===== config.mk =====
export PLATFORM = sky130hd
export DESIGN_NAME = ext_arbiter
export DESIGN_NICKNAME = d
export VERILOG_FILES = /design/src/rtl/ext_arbiter_pkg.sv /design/src/rtl/ext_arbiter_signext.sv /design/src/rtl/ext_arbiter.sv
export SDC_FILE = /design/constraint.sdc
export NUM_CORES = 1
export LEC_CHECK = 0
export BUFFER_PORTS_ARGS = -buffer_cell sky130_fd_sc_hd__buf_2
export CORE_MARGIN = 2
export CORE_UTILIZATION = 40
export DETAILED_ROUTE_END_ITERATION = 8
export HOLD_SLACK_MARGIN = 0.02
export PLACE_DENSITY = 0.8
export SYNTH_ARGS = -nofsm -noshare
export SYNTH_HDL_FRONTEND = slang
export SYNTH_SLANG_ARGS = --single-unit
export TNS_END_PERCENT = 10

===== constraint.sdc =====
create_clock -name Clk -period 2.79 [get_ports Clk]
set_input_delay 0.6975 -clock Clk [delete_from_list [all_inputs] [get_ports Clk]]
set_output_delay 0.6975 -clock Clk [all_outputs]
set_load 0.02 [all_outputs]

===== src/rtl/ext_arbiter_pkg.sv =====
// Shared constants for the extension arbiter: FSM state encodings,
// source ids and datapath widths.
package ext_arbiter_pkg;

    typedef enum logic {
        EMPTY = 1'b0,
        FULL  = 1'b1
    } arbState_t;

    localparam logic SRC_A = 1'b0;
    localparam logic SRC_B = 1'b1;

    localparam int IMM_W  = 16;
    localparam int DATA_W = 32;

endpackage


===== src/rtl/ext_arbiter_signext.sv =====
// SignExtension: widens a 16-bit value to 32 bits, either by replicating
// bit 15 or by filling the upper half with zeros.
module SignExtension
    import ext_arbiter_pkg::*;
(
    input  logic [IMM_W-1:0]  immIn,
    input  logic              zeroExt,
    output logic [DATA_W-1:0] extOut
);

    always_comb begin
        extOut = {{(DATA_W-IMM_W){immIn[IMM_W-1] & ~zeroExt}}, immIn};
    end

endmodule


===== src/rtl/ext_arbiter.sv =====
// Two-requester round-robin arbiter sharing one SignExtension unit; the
// granted operand is extended and registered for a ready/valid consumer.
module ext_arbiter
    import ext_arbiter_pkg::*;
(
    input  logic              Clk,
    input  logic              Reset,
    input  logic              ReqA,
    input  logic [IMM_W-1:0]  InA,
    input  logic              ZeroExtA,
    input  logic              ReqB,
    input  logic [IMM_W-1:0]  InB,
    input  logic              ZeroExtB,
    output logic              GntA,
    output logic              GntB,
    output logic [DATA_W-1:0] Out,
    output logic              OutValid,
    output logic              OutSrc,
    input  logic              OutReady
);

    arbState_t         state;
    logic [DATA_W-1:0] outQ;
    logic              outSrcQ;
    logic              lastSrc;

    logic              free;
    logic              grant;
    logic              grantSrc;
    logic [IMM_W-1:0]  selIn;
    logic              selZero;
    logic [DATA_W-1:0] extOut;

    // B wins only if A is idle or A was the last one served; nothing is
    // granted while reset is held so no grant can vanish into a reset edge.
    always_comb begin
        free     = (state == EMPTY) || OutReady;
        GntB     = Reset && free && ReqB && (!ReqA || (lastSrc == SRC_A));
        GntA     = Reset && free && ReqA && !GntB;
        grant    = GntA || GntB;
        grantSrc = GntB ? SRC_B : SRC_A;
        selIn    = GntB ? InB : InA;
        selZero  = GntB ? ZeroExtB : ZeroExtA;
    end

    SignExtension uSignExt (
        .immIn   (selIn),
        .zeroExt (selZero),
        .extOut  (extOut)
    );

    always_ff @(posedge Clk) begin
        if (!Reset) begin
            state   <= EMPTY;
            outQ    <= '0;
            outSrcQ <= SRC_A;
            lastSrc <= SRC_B;
        end else begin
            if (grant) begin
                outQ    <= extOut;
                outSrcQ <= grantSrc;
                lastSrc <= grantSrc;
            end
            unique case (state)
                EMPTY: if (grant) state <= FULL;
                FULL:  if (OutReady && !grant) state <= EMPTY;
            endcase
        end
    end

    assign Out      = outQ;
    assign OutSrc   = outSrcQ;
    assign OutValid = (state == FULL);

endmodule

## After elaboration in Yosys (flattened, before gate mapping)

Index checks and enable logic that the tools add are counted.

| cells by class | value |
|---|---|
| multiplexer cells | 6 |
| bitwise logic cells | 4 |
| reductions and logical operators | 12 |

Operators by type and width:

| cell | number |
|---|---|
| $mux W16 | 1 |
| $logic_and A1 B1 Y1 | 6 |
| $mux W1 | 4 |
| $logic_not A1 Y1 | 3 |
| $logic_or A1 B1 Y1 | 3 |
| $not A1 Y1 | 3 |
| $pmux W1 S2 | 1 |
| $and A1 B1 Y1 | 1 |

| storage, ports and cells | value |
|---|---|
| flip-flop bits (word level) | 20 |
| word-level logic and storage cells | 26 |

## Logic depth before layout (Yosys ltp)

Gate-level depths: netlist (run 1).

| depth | value |
|---|---|
| depth in word-level cells | 12 |
| mapped depth | 6 |
| mapped depth without buffers | 3 |

## Hierarchy

Synthesis (run 1) repeated with hierarchy kept, for this count alone.

| second synthesis, totals | value |
|---|---|
| cell total of the unflattened synthesis | 216 |
| area total of the unflattened synthesis | 1948.1 sq um |

By module, submodules not included:

| module | times used | cells an instance | area an instance (sq um) | sequential area each (sq um) |
|---|---|---|---|---|
| ext_arbiter | 1 | 184 | 1701.6 | 700.7 |
| SignExtension | 1 | 32 | 246.5 | 0.0 |

## Worst setup path after synthesis (run 1)

Ideal clock, no wire load.

| path | value |
|---|---|
| path type | input to output |
| start point | in OutReady |
| end point | out GntA |
| arrival | 1.554 ns |
| slack | 0.538 ns |
| cell stages on the path | 4 |
| path through | nor2b_1 buf_2 buf_2 nor3_1 |

| on the way | value |
|---|---|
| word-level cells in the longest chain between the ends | 6 |
| elaborated cells on any way between the ends | 7 |

RTL lines:

| item | line | RTL |
|---|---|---|
| start: declaration | ext_arbiter.sv:19 | `input logic OutReady` |
| $logic_or A1 B1 Y1 * | ext_arbiter.sv:37 | `free = (state == EMPTY) \|\| OutReady;` |
| $logic_and A1 B1 Y1 * | ext_arbiter.sv:38, ext_arbiter.sv:39 |  |
| $logic_and A1 B1 Y1 (2 in series) | ext_arbiter.sv:38 | `GntB = Reset && free && ReqB && (!ReqA \|\| (lastSrc == SRC_A));` |
| $logic_not A1 Y1 | ext_arbiter.sv:39 | `GntA = Reset && free && ReqA && !GntB;` |
| $logic_and A1 B1 Y1 * | ext_arbiter.sv:39 |  |
| end: declaration | ext_arbiter.sv:14 | `output logic GntA,` |

Every way passes the cells marked *; elsewhere a longest branch is shown, timed or not.

## Worst setup path after layout (run 1)

| path | value |
|---|---|
| start point | in ReqA |
| end point | out GntB |

| on the way | value |
|---|---|
| word-level cells in the longest chain between the ends | 3 |

RTL lines:

| item | line | RTL |
|---|---|---|
| start: declaration | ext_arbiter.sv:8 | `input logic ReqA,` |
| $logic_not A1 Y1 | ext_arbiter.sv:38 |  |
| $logic_or A1 B1 Y1 | ext_arbiter.sv:38 |  |
| $logic_and A1 B1 Y1 | ext_arbiter.sv:38 |  |
| end: declaration | ext_arbiter.sv:15 | `output logic GntB,` |

No other way between the ends.

==> results, run 1 <==
- Clock tree synthesis inserted a total of 3 buffers.
- The number of endpoints with negative hold slack in the final report came to 0.
- Max-cap violations in this run came to 0.
- The number of cell instances on the worst register-to-register path is 3.
- The post-synthesis net count is between 150 and 200.
- The number of instances in the placed design is approximately 210.
- The part of the Yosys area used for sequential elements is 0.331.
- The remaining antenna violation count is 0.
- The worst reg2reg path endpoint is Out[16].
- The setup check on the worst reg-to-reg path leaves a slack of approximately 1.3 ns.
- The initial utilization of the core area, before any placement, comes to 0.432.
- Between clock sinks in the finished design, the worst skew comes to roughly 0.0014 ns.
- The post-cts resize count is 0.
- Ranked by total cell area, the synthesized netlist is headed by sky130_fd_sc_hd__dfxtp_1 33%, sky130_fd_sc_hd__buf_4 11%, sky130_fd_sc_hd__o31ai_2 10%.
- The critical path crosses 5 cells after its start point.
- The worst setup path endpoint is GntB.
- The maximum clock frequency is 442 MHz.
- Together, buffers and inverters on the worst path number 3.
- The via count is 1174.
- The worst hold path begins at Out[5].
- The top cell family by delay on the critical path is buffers and inverters.
- The area of the core is around 2800 um2.
- The class of the tightest hold or removal check is flip-flop to flip-flop.
- The cell that appears most often on the critical path is sky130_fd_sc_hd__buf_2.
- In this run the static leakage power is a little under 0.7 nW.
- A synthesized cell averages 8.97 um2.
- The latest clock arrival within the worst-skew pair is 0.29 ns.
- The worst register-to-register path begins at lastSrc.
- Counting the fill cells in the layout gives around 290.
- The floorplan die area is ~3500 um2.
- The flip-flop and latch count after synthesis is 20.
- The via count of the first global-routing pass is ~1.0k.
- The global-route wire length before repair is between 4 and 5 mm.
- The all-layer global routing usage is 0.175.
- The total power per unit cell area is ~460 nW/um2.
- The first detailed-routing pass ran for 4 iterations.
- Input and output buffers added on the ports amount to 74.
- The flow ran to the end, and the final reports show no timing, DRC or antenna violations.
- The post-route minimum period is between 2 and 2.5 ns.
- The die is just under 60 um wide.
- Setup repair after global routing left no endpoint under its margin.
- OpenSTA, run right after detailed placement, puts the worst setup slack at approximately 0.53 ns.
- In this run the deepest clock path goes through 2 buffers.
- The placed cell area is between 1000 and 1500 um2.
- The clock drives 20 sinks.
- The worst path meets setup with ~0.53 ns of slack.
- The number of antenna diodes is 0.
- Final hold analysis gives a worst-case slack of about 0.5 ns.
- The pin count of the biggest net entering global routing is 36.
- Walking the worst path, the cells encountered are buf_2 > a21boi_2 > nand3_4 > inv_1 > buf_2.
- Data on the critical path arrives at its endpoint at roughly 1.6 ns.
- The count of pins over their slew limit is 0.
- The final net count is 227.
- The vertical die dimension is a little under 60 um.
- The setup fix buffers added after clock tree synthesis is 0.
- The biggest area contributor in the post-synthesis netlist is sky130_fd_sc_hd__dfxtp_1.
- TritonCTS built the clock tree.
- The endpoint kind of the worst setup timing path is a primary output.
- The most critical setup path has its startpoint at ReqA.
- The final clock period utilization by the worst path is 0.812.
- Compared with the post-synthesis result, the final layout area differs by 19.4%.
- The final sum of negative setup slack is 0 ns.
- Summed over all layers, the global routing overflow is 0.
- Among all stages on the critical path, the largest delay is contributed by sky130_fd_sc_hd__nand3_4.
- Data on the critical path is required at its endpoint by between 2 and 2.5 ns.
- Setup violations remaining at the end of the flow were counted as 0.
- The worst setup path is of the input pin to primary output kind.
- In this run the tightest slew margin relative to its limit is 0.540.
- Summed over all nets, the half-perimeter wirelength after detailed placement is between 2 and 2.5 mm.
- Summing every instance area after synthesis gives ~1200 um2.
- The final cell count without fillers is around 220.
- The share of layout cells above drive strength 1 is 0.522.
- The measured slew at the worst slew-check pin is approximately 0.7 ns.
- After technology mapping, the gate count stands at approximately 140.
- After routing the design area is between 1000 and 1500 um2.
- The number of warnings printed during yosys synthesis is 0.
- CTS built an H-tree with a depth of 1.
- The final wirelength is 3.04 mm.
- Dividing the detail-routed via count by the number of cells gives between 5 and 6.
- Across the VDD grid, the largest voltage drop is around 0.00022 V.
- In this run the count of I/O pins placed on the die edge is 75.
- The post-synthesis cell type count is 28.
- The final weighted congestion in routability-driven placement is 0.745.
- Along the worst path, the maximum fanout reaches 19.
- On the worst path, the slowest cell contributes a delay of roughly 0.24 ns.
- The fraction of synthesized cell area taken by the top area cell type is 0.331.
- The clock-pin slew on the worst setup and hold paths is ~0.11 ns.
- CTS placed an instance of sky130_fd_sc_hd__clkbuf_4 at the clock tree root.
- The number of buffers inserted for hold repair after clock tree synthesis is 0.
- For this block, the initial DRC count from the detailed router was 33.
- The row count is 19.
- The initial antenna violation count was 0.
- STA classifies the critical path startpoint as an input pin.
- Dividing the detail-routed wire length by the instance count gives 14.0 um.
- The count of unresolved DRC violations after routing is 0.
## flip-flops by register name (all words and copies together), names as in the netlist
signal	count
Out	17
OutSrc	1
OutValid	1
lastSrc	1
## cells by family (layout without fill, tap and decap cells)
family / Yosys count / in the layout / share of synthesized area
flops: 20 / 20 / 0.331
compound gates: 56 / 56 / 0.346
simple gates: 27 / 27 / 0.128
buf+inv: 32 / 83 / 0.195
## synthesized netlist by cell type
master / count
sky130_fd_sc_hd__a311oi_1: 1
sky130_fd_sc_hd__o31ai_2: 10
sky130_fd_sc_hd__buf_4: 18
sky130_fd_sc_hd__nor2b_1: 1
sky130_fd_sc_hd__o311a_1: 1
sky130_fd_sc_hd__inv_1: 2
sky130_fd_sc_hd__buf_6: 3
sky130_fd_sc_hd__nand3_4: 1
sky130_fd_sc_hd__a21bo_1: 1
sky130_fd_sc_hd__nand2_1: 1
sky130_fd_sc_hd__a31o_2: 1
sky130_fd_sc_hd__nand2b_1: 1
sky130_fd_sc_hd__a31oi_1: 16
sky130_fd_sc_hd__o31ai_1: 6
sky130_fd_sc_hd__or2_2: 1
sky130_fd_sc_hd__and2_1: 1
sky130_fd_sc_hd__o21ai_0: 16
sky130_fd_sc_hd__buf_12: 1
sky130_fd_sc_hd__a21boi_2: 1
sky130_fd_sc_hd__dfxtp_1: 20
sky130_fd_sc_hd__nor3b_1: 1
sky130_fd_sc_hd__o211ai_1: 1
sky130_fd_sc_hd__o21a_1: 1
sky130_fd_sc_hd__o21ai_1: 1
sky130_fd_sc_hd__nor3_1: 1
sky130_fd_sc_hd__nand2_2: 1
sky130_fd_sc_hd__nand3_1: 18
sky130_fd_sc_hd__buf_2: 8
## cell type report
class | instances | area, um2 | area share
repair buffers | 78 | 400 | 0.277
clock buffers | 3 | 22.5 | 0.0156
well taps | 31 | 38.8 | 0.0268
multi-input cells | 83 | 577 | 0.399
inverters | 2 | 7.51 | 0.00519
flip-flops and latches | 20 | 400 | 0.277
## power breakdown
part	total [mW]	switching [mW]	internal [mW]
Combinational	0.209	0.130	0.0791
Clock	0.135	0.0851	0.0503
Sequential	0.321	0.0135	0.307
Total	0.666	0.229	0.437
## per-layer routing
| metal | part of all wire | track usage | wire length, um | vias up |
|---|---|---|---|---|
| met5 | 0 | 0 | 0 | - |
| met4 | 0.013 | 0.0747 | 41 | 0 |
| met3 | 0.067 | 0.0306 | 204 | 5 |
| met2 | 0.50 | 0.303 | 1510 | 49 |
| met1 | 0.42 | 0.212 | 1280 | 525 |
| li1 | - | - | - | 595 |
## placed cells by master (no fill, tap or decap), types with 2 or more instances in the layout
cell type and instances:
sky130_fd_sc_hd__inv_1 2, sky130_fd_sc_hd__a31oi_1 16, sky130_fd_sc_hd__o31ai_1 6, sky130_fd_sc_hd__clkbuf_4 3, sky130_fd_sc_hd__nand3_1 18, sky130_fd_sc_hd__dfxtp_1 20, sky130_fd_sc_hd__o21ai_0 16, sky130_fd_sc_hd__buf_2 74
sky130_fd_sc_hd__buf_4 4, sky130_fd_sc_hd__o31ai_2 10
## worst min-delay path by stage
| stage | end | slack (ns) | cells past startpoint |
|---|---|---|---|
| final | Out[5] | 0.49 | 2 |
| after global routing | Out[5] | 0.52 | 2 |
| after CTS | Out[5] | 0.50 | 2 |
| after detailed placement | Out[5] | 0.48 | 2 |
| after global placement | Out[0] | 0.48 | 2 |
| after floorplan | lastSrc | 0.49 | 2 |
## metrics by stage
| step | power [mW] | utilization |
|---|---|---|
| 2_1_floorplan | 0.490 | - |
| 3_3_place_gp | 0.535 | 0.508 |
| 3_5_place_dp | 0.538 | 0.508 |
| 4_1_cts | 0.670 | 0.516 |
| 5_1_grt | 0.702 | 0.516 |
| 6_report | 0.666 | 0.516 |
## worst reg2reg max path, cell delays in order, from the launching register on
cell and delay [ns]:
sky130_fd_sc_hd__dfxtp_1 0.39, sky130_fd_sc_hd__a21bo_1 0.58, sky130_fd_sc_hd__nor3b_1 0.11, sky130_fd_sc_hd__o311a_1 0.31
Power figures use the tool's default switching activity.
==> run 2, diff against run 1 <==
--- a/config.mk
+++ b/config.mk
@@ -7,10 +7,10 @@
 export LEC_CHECK = 0
 export BUFFER_PORTS_ARGS = -buffer_cell sky130_fd_sc_hd__buf_2
 export CORE_MARGIN = 2
-export CORE_UTILIZATION = 40
+export CORE_UTILIZATION = 38
 export DETAILED_ROUTE_END_ITERATION = 8
 export HOLD_SLACK_MARGIN = 0.02
-export PLACE_DENSITY = 0.8
+export PLACE_DENSITY = 0.79
 export SYNTH_ARGS = -nofsm -noshare
 export SYNTH_HDL_FRONTEND = slang
 export SYNTH_SLANG_ARGS = --single-unit
==> constraint.sdc (replaced) <==
create_clock -name Clk -period 1.9 [get_ports Clk]
set_input_delay 0.475 -clock Clk [delete_from_list [all_inputs] [get_ports Clk]]
set_output_delay 0.475 -clock Clk [all_outputs]
set_load 0.02 [all_outputs]
==> results, run 2 (synthesized netlist as in run 1, its figures left out) <==
- The critical path is of the flip-flop to primary output type.
- The H-tree depth reported by CTS is 1 (unchanged).
- The sort of element at the start of the critical path is a flip-flop.
- The row count was 20 (+1).
- The via count of the first global-routing pass is 1074 (+3.9%).
- The measured slew at the worst slew-check pin was 0.372 ns (-0.319 ns).
- The cell sitting at the root of the clock tree is a sky130_fd_sc_hd__clkbuf_4.
- Setup repair after global routing left no endpoint under its margin.
- The detailed placement HPWL is 2.25 mm (+1.6%).
- The final net count was 232 (+2.2%).
- The final sum of negative setup slack is 0 ns (unchanged).
- The maximum net fanout on the critical path is 3 (-16).
- The final clock period utilization by the worst path is 0.887.
- Derived from the worst setup path, the maximum achievable clock frequency is between 500 and 600 MHz.
- The width of the chip came to 60.5 um (+2.4%).
- In this run the critical register-to-register path is launched from OutValid.
- The total setup violations reported at the end of the flow is 0 (unchanged).
- The CTS sink count is 20 (unchanged).
- The pin count of the biggest net entering global routing came to 21 (-42%).
- The final-layout fill cell count is 312 (+8.0%).
- The global-route wire length before repair is 4.93 mm (+7.0%).
- The all-layer global routing usage came to 0.178 (+0.00264).
- The setup fix buffers added after clock tree synthesis is 0 (unchanged).
- The total power per unit cell area is 744 nW/um2 (+62%).
- The relative area change from synthesis to final layout is 26.3%.
- The number of CTS-inserted buffers is 3 (unchanged).
- The total power draw is 1.14 mW (+71%).
- The library cells used most frequently in the layout, excluding fill and tap cells, are 74 x sky130_fd_sc_hd__buf_2, 20 x sky130_fd_sc_hd__dfxtp_1, 18 x sky130_fd_sc_hd__nand3_1.
- The delay of the slowest cell on the worst path was 0.36 ns (+0.12 ns).
- The final weighted congestion in routability-driven placement came to 0.749 (+0.60%).
- The number of buffers inserted for hold repair after clock tree synthesis is 0 (unchanged).
- The worst hold slack is 0.419 ns (-0.0747 ns).
- The vertical die dimension is 60.5 um (+2.4%).
- The iteration count of the initial detailed-routing pass was 5 (+1).
- The footprint of the multi-input gates is 577 um2 (unchanged).
- The number of antenna diodes is 0 (unchanged).
- The sequential standard cell area is 400 um2 (unchanged).
- The final wirelength is 3.18 mm (+4.6%).
- The number of flip-flops under the largest register name came to 17 (unchanged).
- The total congestion overflow after global routing was 0 (unchanged).
- The remaining antenna violation count came to 0 (unchanged).
- The starting utilization of the core area is 0.397 (-0.0350).
- The latest clock arrival within the worst-skew pair came to 0.30 ns (about the same).
- The endpoint kind of the worst setup timing path is a primary output.
- The top-level I/O count is 75 (unchanged).
- The most frequent standard cell in the layout excluding fill and tap cells is sky130_fd_sc_hd__buf_2.
- The vias per cell is 5.12 (-5.4%).
- The count of pins over their slew limit is 0 (unchanged).
- The beginning of the critical path is lastSrc.
- The count of unresolved DRC violations after routing is 0 (unchanged).
- TritonCTS built the clock tree.
- The flow ran to the end, and the final reports show no timing, DRC or antenna violations.
- The via count was 1208 (+2.9%).
- The floorplan die area came to 3650 um2 (+4.9%).
- The post-route minimum period is approximately 1.7 ns.
- The static leakage is 0.716 nW (+5.6%).
- The total of buffers placed on input and output ports came to 74 (unchanged).
- The initial antenna violation count is 0 (unchanged).
- The area of the core is 3050 um2 (+8.8%).
- The maximum number of buffers from clock root to sink was 2 (unchanged).
- The post-cts resize count came to 0 (unchanged).
- The worst supply voltage drop on vdd came to 0.000293 V (+31%).
- The worst clock skew on the final layout came to 0.0114 ns (+0.00997 ns).
- The endpoint required time on the critical path is 1.42 ns (-0.67 ns).
- The worst max-slew margin expressed relative to the limit is 0.752 (+0.212).
- The clock-pin slew on the worst setup and hold paths is 0.13 ns (+0.02 ns).
- The worst path buffer plus inverter count is 2 (-1).
- The worst min-delay path startpoint is InA[13].
- The number of violations reported at the end of detailed-routing iteration 0 came to 93 (+180%).
- The top cell family by delay on the critical path is flip-flops.
- The number of max-cap violations is 0 (unchanged).
- The tightest min-delay check is of the input pin to flip-flop type.
- The average detailed-routed wire length per instance is 13.5 um (-3.8%).
- The number of endpoints with negative hold slack in the final report was 0 (unchanged).
- The signal on the critical path passes through a21boi_2 > nand3_4 > inv_1 > buf_2.
- The slowest stage cell on the critical path is sky130_fd_sc_hd__dfxtp_1.
- The share of layout cells above drive strength 1 is 0.536 (+0.0150).
- The critical path data arrival time came to 1.21 ns (-0.36 ns).
-- run 2: worst register-to-register path: stages, from the launching register on --
cell,delay (ns)
sky130_fd_sc_hd__dfxtp_1,0.33
sky130_fd_sc_hd__nand2b_1,0.14
sky130_fd_sc_hd__buf_4,0.27
sky130_fd_sc_hd__a311oi_1,0.13
sky130_fd_sc_hd__o311a_1,0.33
-- run 2: final cells by class --
type / instances / area share
Clock buffer: 3 / 0.0147
Inverter: 2 / 0.00491
Sequential cell: 20 / 0.262
Multi-Input combinational cell: 83 / 0.377
Tap cell: 44 / 0.0360
Timing Repair Buffer: 83 / 0.286
Clock inverter: 1 / 0.0196
-- run 2: path summary, 6_finish.rpt --
| kind | slack [ns] | end | cells after the start |
|---|---|---|---|
| worst max-delay path | 0.21 | GntB | 4 |
| worst min-delay path | 0.42 | Out[13] | 3 |
| worst max register to register | 0.61 | Out[16] | 4 |
| worst min register to register | 0.50 | Out[11] | 2 |
-- run 2: layer usage --
| layer | GRT usage | up-vias | part of all wire |
|---|---|---|---|
| met5 | 0 | - | 0 |
| met4 | 0.0559 | 0 | 0.0050 |
| met3 | 0.0256 | 2 | 0.067 |
| met2 | 0.303 | 47 | 0.49 |
| met1 | 0.232 | 555 | 0.44 |
| li1 | - | 604 | - |
-- run 2: through the flow --
stage	utilization	setup slack [ns]	cell area, um2	std cells
2_1_floorplan	-	0.0857	1210	135
3_3_place_gp	0.484	0.286	1480	232
3_5_place_dp	0.484	0.257	1480	232
4_1_cts	0.501	0.188	1530	236
5_1_grt	0.501	0.122	1530	236
6_report	0.501	0.214	1530	236
-- run 2: power breakdown --
group          internal [mW]  switching, mW
Sequential             0.452         0.0193
Combinational          0.124          0.194
Clock                  0.213          0.138
==> run 3, diff against run 2 <==
--- a/config.mk
+++ b/config.mk
@@ -11,6 +11,7 @@
 export DETAILED_ROUTE_END_ITERATION = 8
 export HOLD_SLACK_MARGIN = 0.02
 export PLACE_DENSITY = 0.79
+export SETUP_SLACK_MARGIN = 0.1
 export SYNTH_ARGS = -nofsm -noshare
 export SYNTH_HDL_FRONTEND = slang
 export SYNTH_SLANG_ARGS = --single-unit
==> constraint.sdc (replaced) <==
create_clock -name Clk -period 1.9 [get_ports Clk]
set_input_delay 0.19 -clock Clk [delete_from_list [all_inputs] [get_ports Clk]]
set_output_delay 0.19 -clock Clk [all_outputs]
set_load 0.02 [all_outputs]
==> results, run 3 (synthesized netlist as in run 1, its figures left out) <==
- The final clock period utilization by the worst path came to 0.846 (-0.0415).
- The initial antenna violation count came to 0 (unchanged).
- The worst max-slew margin expressed relative to the limit is 0.614 (-0.138).
- The latest clock arrival within the worst-skew pair is 0.31 ns (about the same).
- The worst setup path is captured at a primary output.
- The delay of the slowest cell on the worst path is 0.35 ns (about the same).
- The final wirelength is 3.24 mm (+1.9%).
- CTS placed an instance of sky130_fd_sc_hd__clkbuf_4 at the clock tree root.
- The worst hold path begins at InA[0].
- The via count is 1188 (-1.7%).
- The library cells used most frequently in the layout, excluding fill and tap cells, are 74 x sky130_fd_sc_hd__buf_2, 20 x sky130_fd_sc_hd__dfxtp_1, 18 x sky130_fd_sc_hd__nand3_1.
- The critical path starts at lastSrc.
- The total power draw is 1.04 mW (-8.6%).
- The final sum of negative setup slack is 0 ns (unchanged).
- The pin count of the biggest net entering global routing is 26 (+24%).
- The number of CTS-inserted buffers came to 3 (unchanged).
- The iteration count of the initial detailed-routing pass is 4 (-1).
- Setup repair after global routing left no endpoint under its margin.
- The signal on the critical path passes through a21boi_2 > nand3_4 > inv_1 > buf_2.
- The worst supply voltage drop on vdd is 0.000274 V (-6.4%).
- The floorplan die area came to 3650 um2 (unchanged).
- The total congestion overflow after global routing came to 0 (unchanged).
- The total power per unit cell area is 700 nW/um2 (-5.9%).
- The endpoint required time on the critical path is 1.71 ns (+0.29 ns).
- The count of unresolved DRC violations after routing is 0 (unchanged).
- The total of buffers placed on input and output ports is 74 (unchanged).
- The critical path is of the flip-flop to primary output type.
- The count of pins over their slew limit is 0 (unchanged).
- The number of endpoints with negative hold slack in the final report is 0 (unchanged).
- Relative to the synthesized area, the layout overhead comes to 22.7%.
- The vertical die dimension is 60.5 um (unchanged).
- The static leakage is 0.690 nW (-3.5%).
- The share of layout cells above drive strength 1 is 0.532 (-0.00454).
- The worst setup path is launched from a flip-flop.
- The via count of the first global-routing pass was 1087 (+1.2%).
- The top-level I/O count is 75 (unchanged).
- The sequential standard cell area is 400 um2 (unchanged).
- The post-route minimum period was 1.61 ns (-0.0789 ns).
- Leaving out fill and tap cells, the most frequent cell in the layout is sky130_fd_sc_hd__buf_2.
- The maximum net fanout on the critical path is 19 (+16).
- The detailed placement HPWL is 2.33 mm (+3.5%).
- The average detailed-routed wire length per instance was 14.0 um (+3.6%).
- In this run the critical register-to-register path is captured at Out[1].
- The width of the chip was 60.5 um (unchanged).
- The maximum number of buffers from clock root to sink was 2 (unchanged).
- The worst hold path belongs to the class input pin to flip-flop.
- The vias per cell is 5.12 (about the same).
- In this run the critical register-to-register path is launched from lastSrc.
- The number of instances in the placed design is 228 (-1.7%).
- The number of flip-flops under the largest register name is 17 (unchanged).
- The row count is 20 (unchanged).
- The number of violations reported at the end of detailed-routing iteration 0 came to 159 (+71%).
- The run finished with clean final reports.
- The all-layer global routing usage was 0.178 (+0.000722).
- The starting utilization of the core area was 0.397 (unchanged).
- The remaining antenna violation count came to 0 (unchanged).
- The final cell count without fillers is 232 (-1.7%).
- The final weighted congestion in routability-driven placement came to 0.778 (+3.9%).
- The maximum clock frequency is 622 MHz (+4.9%).
- The number of antenna diodes is 0 (unchanged).
- TritonCTS built the clock tree.
- The total setup violations reported at the end of the flow is 0 (unchanged).
- The end point of the worst hold path is Out[0].
- The global-route wire length before repair is 4.91 mm (-0.43%).
- The number of max-cap violations is 0 (unchanged).
- The number of cell instances on the worst register-to-register path is 4 (unchanged).
- The footprint of the multi-input gates is 579 um2 (+0.43%).
- The slowest stage cell on the critical path is sky130_fd_sc_hd__dfxtp_1.
- The CTS sink count is 20 (unchanged).
- The critical path data arrival time is 1.42 ns (+0.21 ns).
- The clock-pin slew on the worst setup and hold paths is 0.13 ns (about the same).
- The measured slew at the worst slew-check pin came to 0.579 ns (+0.207 ns).
- The number of buffers inserted for hold repair after clock tree synthesis is 0 (unchanged).
- The H-tree depth reported by CTS came to 1 (unchanged).
- The final net count is 228 (-1.7%).
- The worst clock skew on the final layout came to 0.00809 ns (-0.00328 ns).
- The area of the core is 3050 um2 (unchanged).
- The final-layout fill cell count came to 327 (+4.8%).
- The worst hold path cell count is 3 (unchanged).
- The register-to-register path setup slack was 0.55 ns (-0.06 ns).
==> run 3: changes by cell type in the layout (fill, tap and decap cells not counted), sizes merged <==
cell,delta
bufinv,-1
buf,-4
clkbuf,+1
==> run 3: layout make-up <==
class,instances,area share
Inverter,2,0.00505
Clock buffer,4,0.0244
Tap cell,44,0.0370
Timing Repair Buffer,79,0.274
Sequential cell,20,0.269
Multi-Input combinational cell,83,0.390
==> run 3: repair_timing <==
item / in CTS / in global routing
resized for setup: 0 / 1
endpoints found under the setup margin: 0 / 1
buffers inserted: 0 / 0
==> run 3: worst max-delay path by stage <==
| stage | end | cells after the start |
|---|---|---|
| after floorplan | GntA | 4 |
| final | GntB | 4 |
| after CTS | GntB | 4 |
| after global placement | GntB | 5 |
| after global routing | GntB | 4 |
| after detailed placement | GntB | 5 |
==> run 3: routing by layer <==
| metal | part of all wire | track usage | up-vias |
|---|---|---|---|
| met1 | 0.45 | 0.236 | 533 |
| met5 | 0 | 0 | - |
| met3 | 0.066 | 0.0213 | 2 |
| met4 | 0.0052 | 0.0652 | 0 |
| li1 | - | - | 599 |
| met2 | 0.48 | 0.300 | 54 |
==> run 3: metrics by stage <==
| step | utilization | worst slack, ns | hold slack (ns) | cell area, um2 |
|---|---|---|---|---|
| 2_1_floorplan | - | 0.371 | 0.352 | 1210 |
| 3_3_place_gp | 0.474 | 0.482 | 0.462 | 1450 |
| 3_5_place_dp | 0.474 | 0.461 | 0.463 | 1450 |
| 4_1_cts | 0.486 | 0.128 | 0.127 | 1480 |
| 5_1_grt | 0.487 | 0.172 | 0.128 | 1490 |
| 6_report | 0.487 | 0.293 | 0.134 | 1490 |
==> run 3: power by group <==
part	switching (mW)	internal, mW
clock network	0.141	0.117
logic	0.193	0.119
registers	0.0189	0.451
total	0.354	0.687
==> run 3: critical path: cells and delay by family, from the launching register on <==
family | cells | cell delay, ns
flops | 1 | 0.35
buf+inv | 2 | 0.26
compound gates | 1 | 0.25
simple gates | 1 | 0.25
